--- src/rtl/ir_prefetch_decoder.sv ---
// ir_prefetch_decoder
//   Instruction register fed by a DEPTH-entry prefetch FIFO. Fetched words
//   enter through a valid/ready handshake; the control FSM's IRWrite strobe
//   pops the oldest word into the IR, which drives the decoded MIPS fields
//   until the next load.
//
// Ports
//   clk, rst_n           clock (rising edge), asynchronous active-low reset
//   in_valid, in_ins     fetched instruction word and its valid flag
//   in_ready             queue can accept a word (not full)
//   IRWrite              load IR from queue head; bubble if queue empty
//   flush                discard queue contents and invalidate IR
//   dec_valid            IR holds a valid instruction
//   FullIns              raw IR contents
//   OPcode..jaddr        decoded fields of IR
//   imm_sext             imm sign-extended to 32 bits
//   r_type/i_type/j_type one-hot instruction class from OPcode
//   count                queue occupancy, 0..DEPTH
module ir_prefetch_decoder #(
    parameter int DATA_W = 32,
    parameter int DEPTH  = 4,
    parameter int CNT_W  = $clog2(DEPTH + 1)
) (
    input  logic              clk,
    input  logic              rst_n,
    input  logic              in_valid,
    input  logic [DATA_W-1:0] in_ins,
    output logic              in_ready,
    input  logic              IRWrite,
    input  logic              flush,
    output logic              dec_valid,
    output logic [DATA_W-1:0] FullIns,
    output logic [5:0]        OPcode,
    output logic [4:0]        Rs,
    output logic [4:0]        Rt,
    output logic [4:0]        Rd,
    output logic [4:0]        shamt,
    output logic [5:0]        funct,
    output logic [15:0]       imm,
    output logic [31:0]       imm_sext,
    output logic [25:0]       jaddr,
    output logic              r_type,
    output logic              i_type,
    output logic              j_type,
    output logic [CNT_W-1:0]  count
);

    localparam int PTR_W = $clog2(DEPTH);

    logic [DATA_W-1:0] mem [DEPTH];
    logic [PTR_W-1:0]  wr_ptr;
    logic [PTR_W-1:0]  rd_ptr;
    logic [DATA_W-1:0] ir;
    logic              push;
    logic              pop;

    // in_ready comes from registered occupancy only, so a full queue refuses
    // a push even while it is being popped in the same cycle.
    assign in_ready = (count != CNT_W'(DEPTH));
    assign push     = in_valid && in_ready && !flush;
    assign pop      = IRWrite && (count != '0) && !flush;

    always_ff @(posedge clk or negedge rst_n) begin
        if (!rst_n) begin
            wr_ptr    <= '0;
            rd_ptr    <= '0;
            count     <= '0;
            ir        <= '0;
            dec_valid <= 1'b0;
        end else if (flush) begin
            wr_ptr    <= '0;
            rd_ptr    <= '0;
            count     <= '0;
            dec_valid <= 1'b0;
        end else begin
            if (push) wr_ptr <= wr_ptr + PTR_W'(1);
            if (pop)  rd_ptr <= rd_ptr + PTR_W'(1);
            case ({push, pop})
                2'b10:   count <= count + CNT_W'(1);
                2'b01:   count <= count - CNT_W'(1);
                default: count <= count;
            endcase
            // Empty-queue IRWrite inserts a bubble: IR keeps its value.
            if (pop) begin
                ir        <= mem[rd_ptr];
                dec_valid <= 1'b1;
            end else if (IRWrite) begin
                dec_valid <= 1'b0;
            end
        end
    end

    // Storage contents are don't-care after reset, so no reset term here.
    always_ff @(posedge clk) begin
        if (push) mem[wr_ptr] <= in_ins;
    end

    always_comb begin
        FullIns  = ir;
        OPcode   = ir[31:26];
        Rs       = ir[25:21];
        Rt       = ir[20:16];
        Rd       = ir[15:11];
        shamt    = ir[10:6];
        funct    = ir[5:0];
        imm      = ir[15:0];
        imm_sext = {{16{ir[15]}}, ir[15:0]};
        jaddr    = ir[25:0];
        r_type   = (ir[31:26] == 6'd0);
        j_type   = (ir[31:26] == 6'd2) || (ir[31:26] == 6'd3);
        i_type   = !r_type && !j_type;
    end

endmodule

--- config.mk ---
export PLATFORM = sky130hd
export DESIGN_NAME = ir_prefetch_decoder
export DESIGN_NICKNAME = d
export VERILOG_FILES = /design/src/rtl/ir_prefetch_decoder.sv
export SDC_FILE = /design/constraint.sdc
export NUM_CORES = 1
export LEC_CHECK = 0
export CORE_MARGIN = 1.5
export CORE_UTILIZATION = 55
export DETAILED_ROUTE_END_ITERATION = 10
export DONT_BUFFER_PORTS = 1
export PLACE_DENSITY = 0.78
export SLEW_MARGIN = 20
export SYNTH_ARGS = -nofsm -noshare
export SYNTH_HDL_FRONTEND = slang
export SYNTH_SLANG_ARGS = --single-unit
--- constraint.sdc ---
create_clock -name clk -period 3.4 [get_ports clk]
set_clock_uncertainty 0.2 [all_clocks]
set_input_delay 0.51 -clock clk [delete_from_list [all_inputs] [get_ports clk]]
set_output_delay 0.51 -clock clk [all_outputs]
set_load 0.01 [all_outputs]
# Yosys cells after proc, flatten, opt, wreduce, memory -nomap -nowiden
# Memory sizes are Yosys's and may differ from the RTL's. A register that Yosys moved wholly into a read port is not among the register bits.
# Index checks and enable logic that the tools add are counted.
# Widths: inputs -> output; s select.
# totals
ff_bits	8
latchBits	0
ram_bits	128
mem_bits_ro	0
input_bits	37
out_inout_bits	146
elab_cells	43
mem_count	1
# op_classes
add_sub_neg	4
mul	0
n_div	0
n_lt_le_gt_ge	0
n_eq_ne	5
shift	0
mux	11
bitwise	1
n_reduce_logical	17
# memory_table
memory	words	word_bits	read_ports	rd_ports_with_merged_regs	wr	line	source
mem	4	32	1	1	1	50	logic [DATA_W-1:0] mem [DEPTH];
# op_table
cell	n
$eq 6x2->1 const B	2
$reduce_bool 3->1	3
$mux 2	4
$logic_not 6->1	1
$pmux 3 s2	1
$logic_and 1x1->1	5
$mux 1	5
$add 2x1->2 const B	2
$logic_not 1->1	4
$reduce_bool 2->1	2
$add 3x1->3 const B	1
$mux 3	1
$ne 3x3->1 const B	1
$sub 3x1->3 const B	1
$eq 2x1->1 const B	1
$eq 2x2->1 const B	1
$reduce_and 2->1	1
$logic_or 1x1->1	1
$not 1->1	1

# Longest topological paths before layout
# Gate-level depths: netlist (run 1).
# depth
ltp_word	6
depth_mapped	9
mapped_depth_nobuf	7

# Worst setup path after synthesis (run 1)
# OpenSTA, ideal clock, no wires.
# synth_path
path_type	input-to-reg
startpoint	in in_valid
endpoint	mem mem[0][0] (enable)
setup_time_ns	0.392
t_arrival_ns	1.839
t_required_ns	2.808
slack_ns	0.969
cell_stages	4
path_buffers	1
path_cell_list	buf_2 > inv_1 > nor3_1 > and2_1
# synth_via
elab_chain_len	4
# synth_rtl
element	line	source
start: declaration	26	input logic in_valid,
$logic_and 1x1->1 (2 in series)	60	assign push = in_valid && in_ready && !flush;
$mux 1	95	if (push) mem[wr_ptr] <= in_ins;
$mux 1 (not written as such)	95	
end: declaration	50	
# No other way between the ends.

# Worst setup path after layout (run 1)
# layout_path
startpoint	reg ir[29] (netlist: FullIns[29]) (read register of mem)
endpoint	out r_type
# layout_via
elab_chain_len	1
# layout_rtl
element	line	source
start: declaration	53	logic [DATA_W-1:0] ir;
$logic_not 6->1	109	r_type = (ir[31:26] == 6'd0);
end: declaration	42	output logic r_type,
# No other way between the ends.

==> results of run 1 <==
==> registers in the layout, summed over array words and instances (netlist names) <==
signal / count
wr_ptr: 2
mem: 128
count: 3
FullIns: 32
dec_valid: 1
rd_ptr: 2
==> power groups by stage <==
stage	Sequential [uW]	Combinational, uW	Clock, uW
floorplan	2840	1770	0
global placement	3330	536	0
detailed placement	3340	555	0
CTS	3300	617	1770
global route	3370	663	1840
finish	3280	609	1720
==> placed cells by master, fill, tap and decap left out, types with 2 or more instances in the layout <==
master	Yosys	final
mux2_4	26	26
inv_1	6	6
mux2_2	5	5
nand3b_1	2	2
clkinvlp_4	0	4
nor4_1	2	2
and2_1	6	2
ha_1	4	4
nand2b_1	6	6
o21ai_0	3	3
and2_2	0	4
nor3b_1	3	3
dlygate4sd3_1	0	34
mux4_1	4	4
o22ai_1	2	2
inv_6	0	4
a21oi_1	6	6
xor2_1	2	2
edfxtp_1	128	128
clkinv_2	0	5
mux4_2	28	28
dfrtp_1	40	37
nand3_1	3	3
dfrtp_2	0	3
buf_4	107	9
nor2_1	2	2
clkbuf_16	0	17
==> cell type report <==
class	instances	area, um2
diodes	1	2.502
clock buffers	18	429.2
clock inverters	14	98.84
fillers	967	5509
inverters	6	22.52
multi-input cells	119	1604
flip-flops and latches	168	4848
well taps	176	220.2
repair buffers	45	455.4
==> path summary, 6_finish.rpt <==
path,startpoint,slack [ns],depth (start not counted),end
max reg2reg,count[2]$_DFFE_PN0P_,0.79,6,count[1]$_DFFE_PN0P_
min reg2reg,dec_valid$_DFFE_PN0P_,0.41,2,dec_valid$_DFFE_PN0P_
min in group asynchronous,rst_n,0.39,2,FullIns[20]$_DFFE_PN0P_
min,in_valid,0.04,2,wr_ptr[0]$_DFFE_PN0P_
max,FullIns[29]$_DFFE_PN0P_,0.59,2,r_type
max in group asynchronous,rst_n,2.39,2,rd_ptr[0]$_DFFE_PN0P_
==> through the flow <==
step                      cell area (um2)  utilization  setup WS, ns  power (uW)
after floorplan                      7392            -        0.9694        4607
after global routing                 7681       0.5823        0.5106        5874
after global placement               6783       0.5142        0.9834        3862
after detailed placement             6783       0.5142        0.8812        3892
final                                7681       0.5823        0.5915        5616
after CTS                            7679       0.5821        0.5524        5680
==> logic make-up (layout without fill, tap and decap cells) <==
kind of cell | Yosys count | count (layout) | synth area share
and+or+nand+nor | 28 | 28 | 0.02539
DFF | 168 | 168 | 0.6554
muxes | 64 | 64 | 0.1615
xor gates and xnor gates | 3 | 3 | 0.003555
adders and majority gates | 5 | 5 | 0.009479
buffers and inverters | 129 | 83 | 0.1283
AOI/OAI and AO/OA | 19 | 19 | 0.01642
other | 0 | 1 | 0
==> per-layer routing <==
layer / track usage / share of wire / vias to the layer above
met1: 0.2390 / 0.42 / 1653
met5: 0 / 0 / -
met3: 0.05268 / 0.065 / 13
met2: 0.3005 / 0.50 / 100
li1: - / - / 1345
met4: 0.07907 / 0.014 / 0
==> repair_timing <==
item                       CTS  global route
hold buffers                35             0
setup endpoints to repair    0             0
hold endpoints to repair   176             0
==> impl_metrics.env, run 1 <==
export IMPL_worstPathRequired_ns=2.69
export IMPL_drt_iter0_drc=217
export IMPL_dominantRegCellSynth="edfxtp_1"
export IMPL_grt_pass1_wl_um=18910
export IMPL_routedWlPerCell_um=21.99
export IMPL_max_vdd_ir_drop_mv=0.3549
export IMPL_synth_top_cells_by_area="edfxtp_1 52%, dfrtp_1 14%, buf_4 11%"
export IMPL_p_comb_frac=0.108
export IMPL_numPortBuffers=0
export IMPL_cellInternalPower_uw=3789
export IMPL_floorplan_die_height_um=118.9
export IMPL_setup_tns_ns=0
export IMPL_cts_tree="built"
export IMPL_synthMostInstantiatedCell="edfxtp_1"
export IMPL_cts_buffers_inserted=17
export IMPL_die_x_um=118.9
export IMPL_drive_gt1_frac=0.2973
export IMPL_first_global_vias=3301
export IMPL_cp_cell_sequence="nor4_1 -> nor3b_1"
export IMPL_swShare=0.3253
export IMPL_seqPwrFrac=0.585
export IMPL_min_period_ns=2.809
export IMPL_path_delay_family="simple AND/OR/NAND/NOR gates"
export IMPL_initial_core_util=0.5604
export IMPL_synth_largest_area_cell="edfxtp_1"
export IMPL_finish_cell_count_without_fillers=547
export IMPL_worst_setup_path_end_kind="output port"
export IMPL_avgSynthCellArea_um2=17.77
export IMPL_final_max_slew_violation_count=0
export IMPL_layout_nets=399
export IMPL_p_per_area_nw_per_um2=731.2
export IMPL_critical_path_peak_fanout=4
export IMPL_globalplace_congestion=0.6798
export IMPL_hp_class="in2reg"
export IMPL_clkSlewWorstSetupHoldPaths_ns=0.07
export IMPL_synth_edff_count=128
export IMPL_netlist_instances=416
export IMPL_finalWirelength_um=12030
export IMPL_setup_repair_after_global_routing_missed_its_margin="no"
export IMPL_cts_buffer_depth=2
export IMPL_setup_worst_path_start_class="register"
export IMPL_timing_slew_headroom=0.3236
export IMPL_antenna_left=0
export IMPL_ys_seq_area_frac=0.6554
export IMPL_critical_path_class="reg2out"
export IMPL_hold_violations=0
export IMPL_fmax_mhz=356.1
export IMPL_syn_to_final_growth_pct=3.910
export IMPL_vias_per_cell=5.687
export IMPL_clkPwrFrac=0.307
export IMPL_status="complete, no violations"
export IMPL_clock_tree_htree_level_count=4
export IMPL_synth_top_cells_by_count="128 x edfxtp_1, 107 x buf_4, 40 x dfrtp_1, 28 x mux4_2, 26 x mux2_4"
export IMPL_remaining_drc_errors=0
export IMPL_synth_fp_nets=458
export IMPL_cts_root_buf="clkbuf_16"
export IMPL_row_cnt=42
export IMPL_dp_cells=479
export IMPL_tightest_slew_ns=1.015
export IMPL_whs_ns=0.04219
export IMPL_total_leakage_power_uw=0.002642
export IMPL_worst_path_max_delay_cell="nor4_1"
export IMPL_synth_distinct_cells=38
export IMPL_yosys_register_bits=168
export IMPL_report_final_setup_viol=0
export IMPL_maxCapViolations=0
export IMPL_yosysWarnings=0
export IMPL_cts_resized_gates=0
export IMPL_num_vias=3111
export IMPL_fin_crit_sh=0.8260
export IMPL_cp_slowest_stage_delay_ns=0.78
export IMPL_power_switching_uw=1827
export IMPL_tot_gr_track_use=0.1861
export IMPL_die_area_um2=14140
export IMPL_largest_net_degree_at_the_start_of_global_routing=41
export IMPL_synthArstFlopShare=0.2381
export IMPL_clock_sinks=168
export IMPL_grt_antenna_before_repair=1
export IMPL_design_portCount=183
export IMPL_globalRouteOverflowTotal=0
export IMPL_post_synth_instance_area_um2=7392
export IMPL_worst_path_buf_inv=0
export IMPL_synthDominantCellAreaShare=0.5200
export IMPL_post_dp_hpwl_um=7082
export IMPL_critPathArrivalTime_ns=2.10
export IMPL_detail_route_first_pass_iterations=4
export IMPL_core_area_um2=13190
export IMPL_worstSkewPairLatency_ns=0.43
export IMPL_postCtsSetupRepairBufs=0
No activity file was read; power rests on OpenSTA's default activity.
==> inputs of run 2 (changes only) <==
==> constraint.sdc (replaced) <==
create_clock -name clk -period 2.9 [get_ports clk]
set_clock_uncertainty 0.2 [all_clocks]
set_input_delay 0.435 -clock clk [delete_from_list [all_inputs] [get_ports clk]]
set_output_delay 0.435 -clock clk [all_outputs]
set_load 0.01 [all_outputs]
==> run 2 against run 1 <==
Net effect: combinational power rose by 20%; highest routed layer unchanged; critical path type is now reg2reg; hold slack got worse by 0.0056 ns; sequential share of layout area fell by 1.0 points; non-clock buffer count did not move; design area rose by 1.7%; worst setup slack got worse by 0.22 ns; die area did not move; clock power rose by 31%; first-iteration DRC count fell by 15%; power rose by 21%; final cell count fell by 0.18%.
==> impl_metrics.env, run 2 (synthesis gave the netlist of run 1 again) <==
export IMPL_swShare=0.3025
export IMPL_die_x_um=118.9
export IMPL_p_per_area_nw_per_um2=872.4
export IMPL_worst_setup_path_end_kind="register"
export IMPL_num_vias=3082
export IMPL_grt_antenna_before_repair=0
export IMPL_crit_path_end="count[1]$_DFFE_PN0P_"
export IMPL_post_dp_hpwl_um=6644
export IMPL_setup_tns_ns=0
export IMPL_dp_cells=477
export IMPL_tot_gr_track_use=0.1807
export IMPL_clkSlewWorstSetupHoldPaths_ns=0.06
export IMPL_maxCapViolations=0
export IMPL_report_final_setup_viol=0
export IMPL_antenna_left=0
export IMPL_critical_path_peak_fanout=13
export IMPL_cts_buffer_depth=2
export IMPL_largest_reg_flops=128
export IMPL_finalWirelength_um=11780
export IMPL_fin_crit_sh=0.8706
export IMPL_remaining_drc_errors=0
export IMPL_crit_path_start="count[2]$_DFFE_PN0P_"
export IMPL_largest_net_degree_at_the_start_of_global_routing=41
export IMPL_globalplace_congestion=0.7435
export IMPL_layout_nets=399
export IMPL_routedWlPerCell_um=21.58
export IMPL_cts_buffers_inserted=17
export IMPL_timing_reg2reg_setup_slack_ns=0.38
export IMPL_clock_sinks=168
export IMPL_status="complete, no violations"
export IMPL_r2r_end="count[1]$_DFFE_PN0P_"
export IMPL_most_common_cell_after_layout_fill_and_taps_aside="edfxtp_1"
export IMPL_largest_register="mem"
export IMPL_postCtsSetupRepairBufs=0
export IMPL_row_cnt=42
export IMPL_setup_repair_after_global_routing_missed_its_margin="no"
export IMPL_p_comb_frac=0.108
export IMPL_clkPwrFrac=0.330
export IMPL_launch_instance_of_the_worst_register_to_register_path="count[2]$_DFFE_PN0P_"
export IMPL_setup_worst_path_start_class="register"
export IMPL_worstSkewPairLatency_ns=0.41
export IMPL_detail_route_first_pass_iterations=4
export IMPL_layout_common_cells="128 x edfxtp_1, 37 x dfrtp_1, 36 x dlygate4sd3_1, 28 x mux4_2, 26 x mux2_4"
export IMPL_finish_cell_count_without_fillers=546
export IMPL_cts_tree="built"
export IMPL_power_switching_uw=2061
export IMPL_hp_class="in2reg"
export IMPL_globalRouteOverflowTotal=0
export IMPL_first_global_vias=3386
export IMPL_critPathArrivalTime_ns=2.61
export IMPL_final_max_slew_violation_count=0
export IMPL_hold_violations=0
export IMPL_seqPwrFrac=0.562
export IMPL_fmax_mhz=396.1
export IMPL_tightest_slew_ns=1.005
export IMPL_timing_slew_headroom=0.3298
export IMPL_worstPathRequired_ns=2.99
export IMPL_r2r_cells=6
export IMPL_min_period_ns=2.525
export IMPL_cellInternalPower_uw=4752
export IMPL_floorplan_die_height_um=118.9
export IMPL_initial_core_util=0.5604
export IMPL_cts_root_buf="clkbuf_16"
export IMPL_design_portCount=183
export IMPL_diodes_inserted=0
export IMPL_grt_pass1_wl_um=18640
export IMPL_syn_to_final_growth_pct=5.653
export IMPL_die_area_um2=14140
export IMPL_clock_tree_htree_level_count=4
export IMPL_total_leakage_power_uw=0.002702
export IMPL_critical_path_class="reg2reg"
export IMPL_core_area_um2=13190
export IMPL_drive_gt1_frac=0.2892
export IMPL_max_vdd_ir_drop_mv=0.4449
export IMPL_numPortBuffers=0
export IMPL_vias_per_cell=5.645
export IMPL_drt_iter0_drc=185
==> run 2: repair_timing <==
item | in CTS | in global routing
endpoints found under the hold margin | 176 | 0
gates resized for setup | 0 | 0
hold buffers | 37 | 0
==> run 2: layout make-up <==
cell class                 instances  area [um2]
fill                             972        5380
sequential                       168        4848
multi-input combinational        119        1604
clock buffer                      24       511.7
timing repair buffer              45       510.5
tap                              176       220.2
clock inverter                     8       92.59
inverter                           6       22.52
==> run 2: how the worst min path moves through the flow <==
stage / from / end / slack [ns] / depth (start not counted)
after floorplan: rst_n / FullIns[0]$_DFFE_PN0P_ / -0.06 / 0
after global placement: rst_n / FullIns[10]$_DFFE_PN0P_ / -0.06 / 0
after detailed placement: rst_n / FullIns[8]$_DFFE_PN0P_ / -0.06 / 0
after CTS: IRWrite / count[0]$_DFFE_PN0P_ / 0.02 / 2
after global routing: IRWrite / count[2]$_DFFE_PN0P_ / 0.04 / 2
final: IRWrite / count[0]$_DFFE_PN0P_ / 0.04 / 2
==> run 2: metrics by stage <==
| stage | setup slack [ns] | hold WS [ns] | total power (uW) | instance area, um2 | utilization |
|---|---|---|---|---|---|
| global placement | 0.5297 | -0.05898 | 4536 | 6818 | 0.5169 |
| floorplan | 0.4970 | -0.06059 | 5401 | 7392 | - |
| finish | 0.3753 | 0.03654 | 6813 | 7810 | 0.5921 |
| CTS | 0.2509 | 0.01982 | 6884 | 7810 | 0.5921 |
| detailed placement | 0.4288 | -0.05881 | 4566 | 6818 | 0.5169 |
| global route | 0.2133 | 0.03503 | 7108 | 7810 | 0.5921 |
==> run 2: layer usage <==
layer	share of wire	global-route usage
met3	0.048	0.05268
met1	0.42	0.2220
met5	0	0
met2	0.51	0.3001
met4	0.020	0.07907
==> run 2: worst max-delay path: stages (launching register included) <==
cell and delay (ns):
dfrtp_1 0.61, nor3b_1 0.40, inv_1 0.21, a21boi_0 0.27, fa_1 0.48, a21oi_1 0.17, nor4_1 0.06
==> run 2: power groups by stage <==
stage | logic [uW] | registers [uW] | clock network, uW
2_1_floorplan | 2070 | 3330 | 0
3_3_place_gp | 649 | 3890 | 0
3_5_place_dp | 670 | 3900 | 0
4_1_cts | 748 | 3850 | 2290
5_1_grt | 794 | 3920 | 2390
6_report | 733 | 3830 | 2250
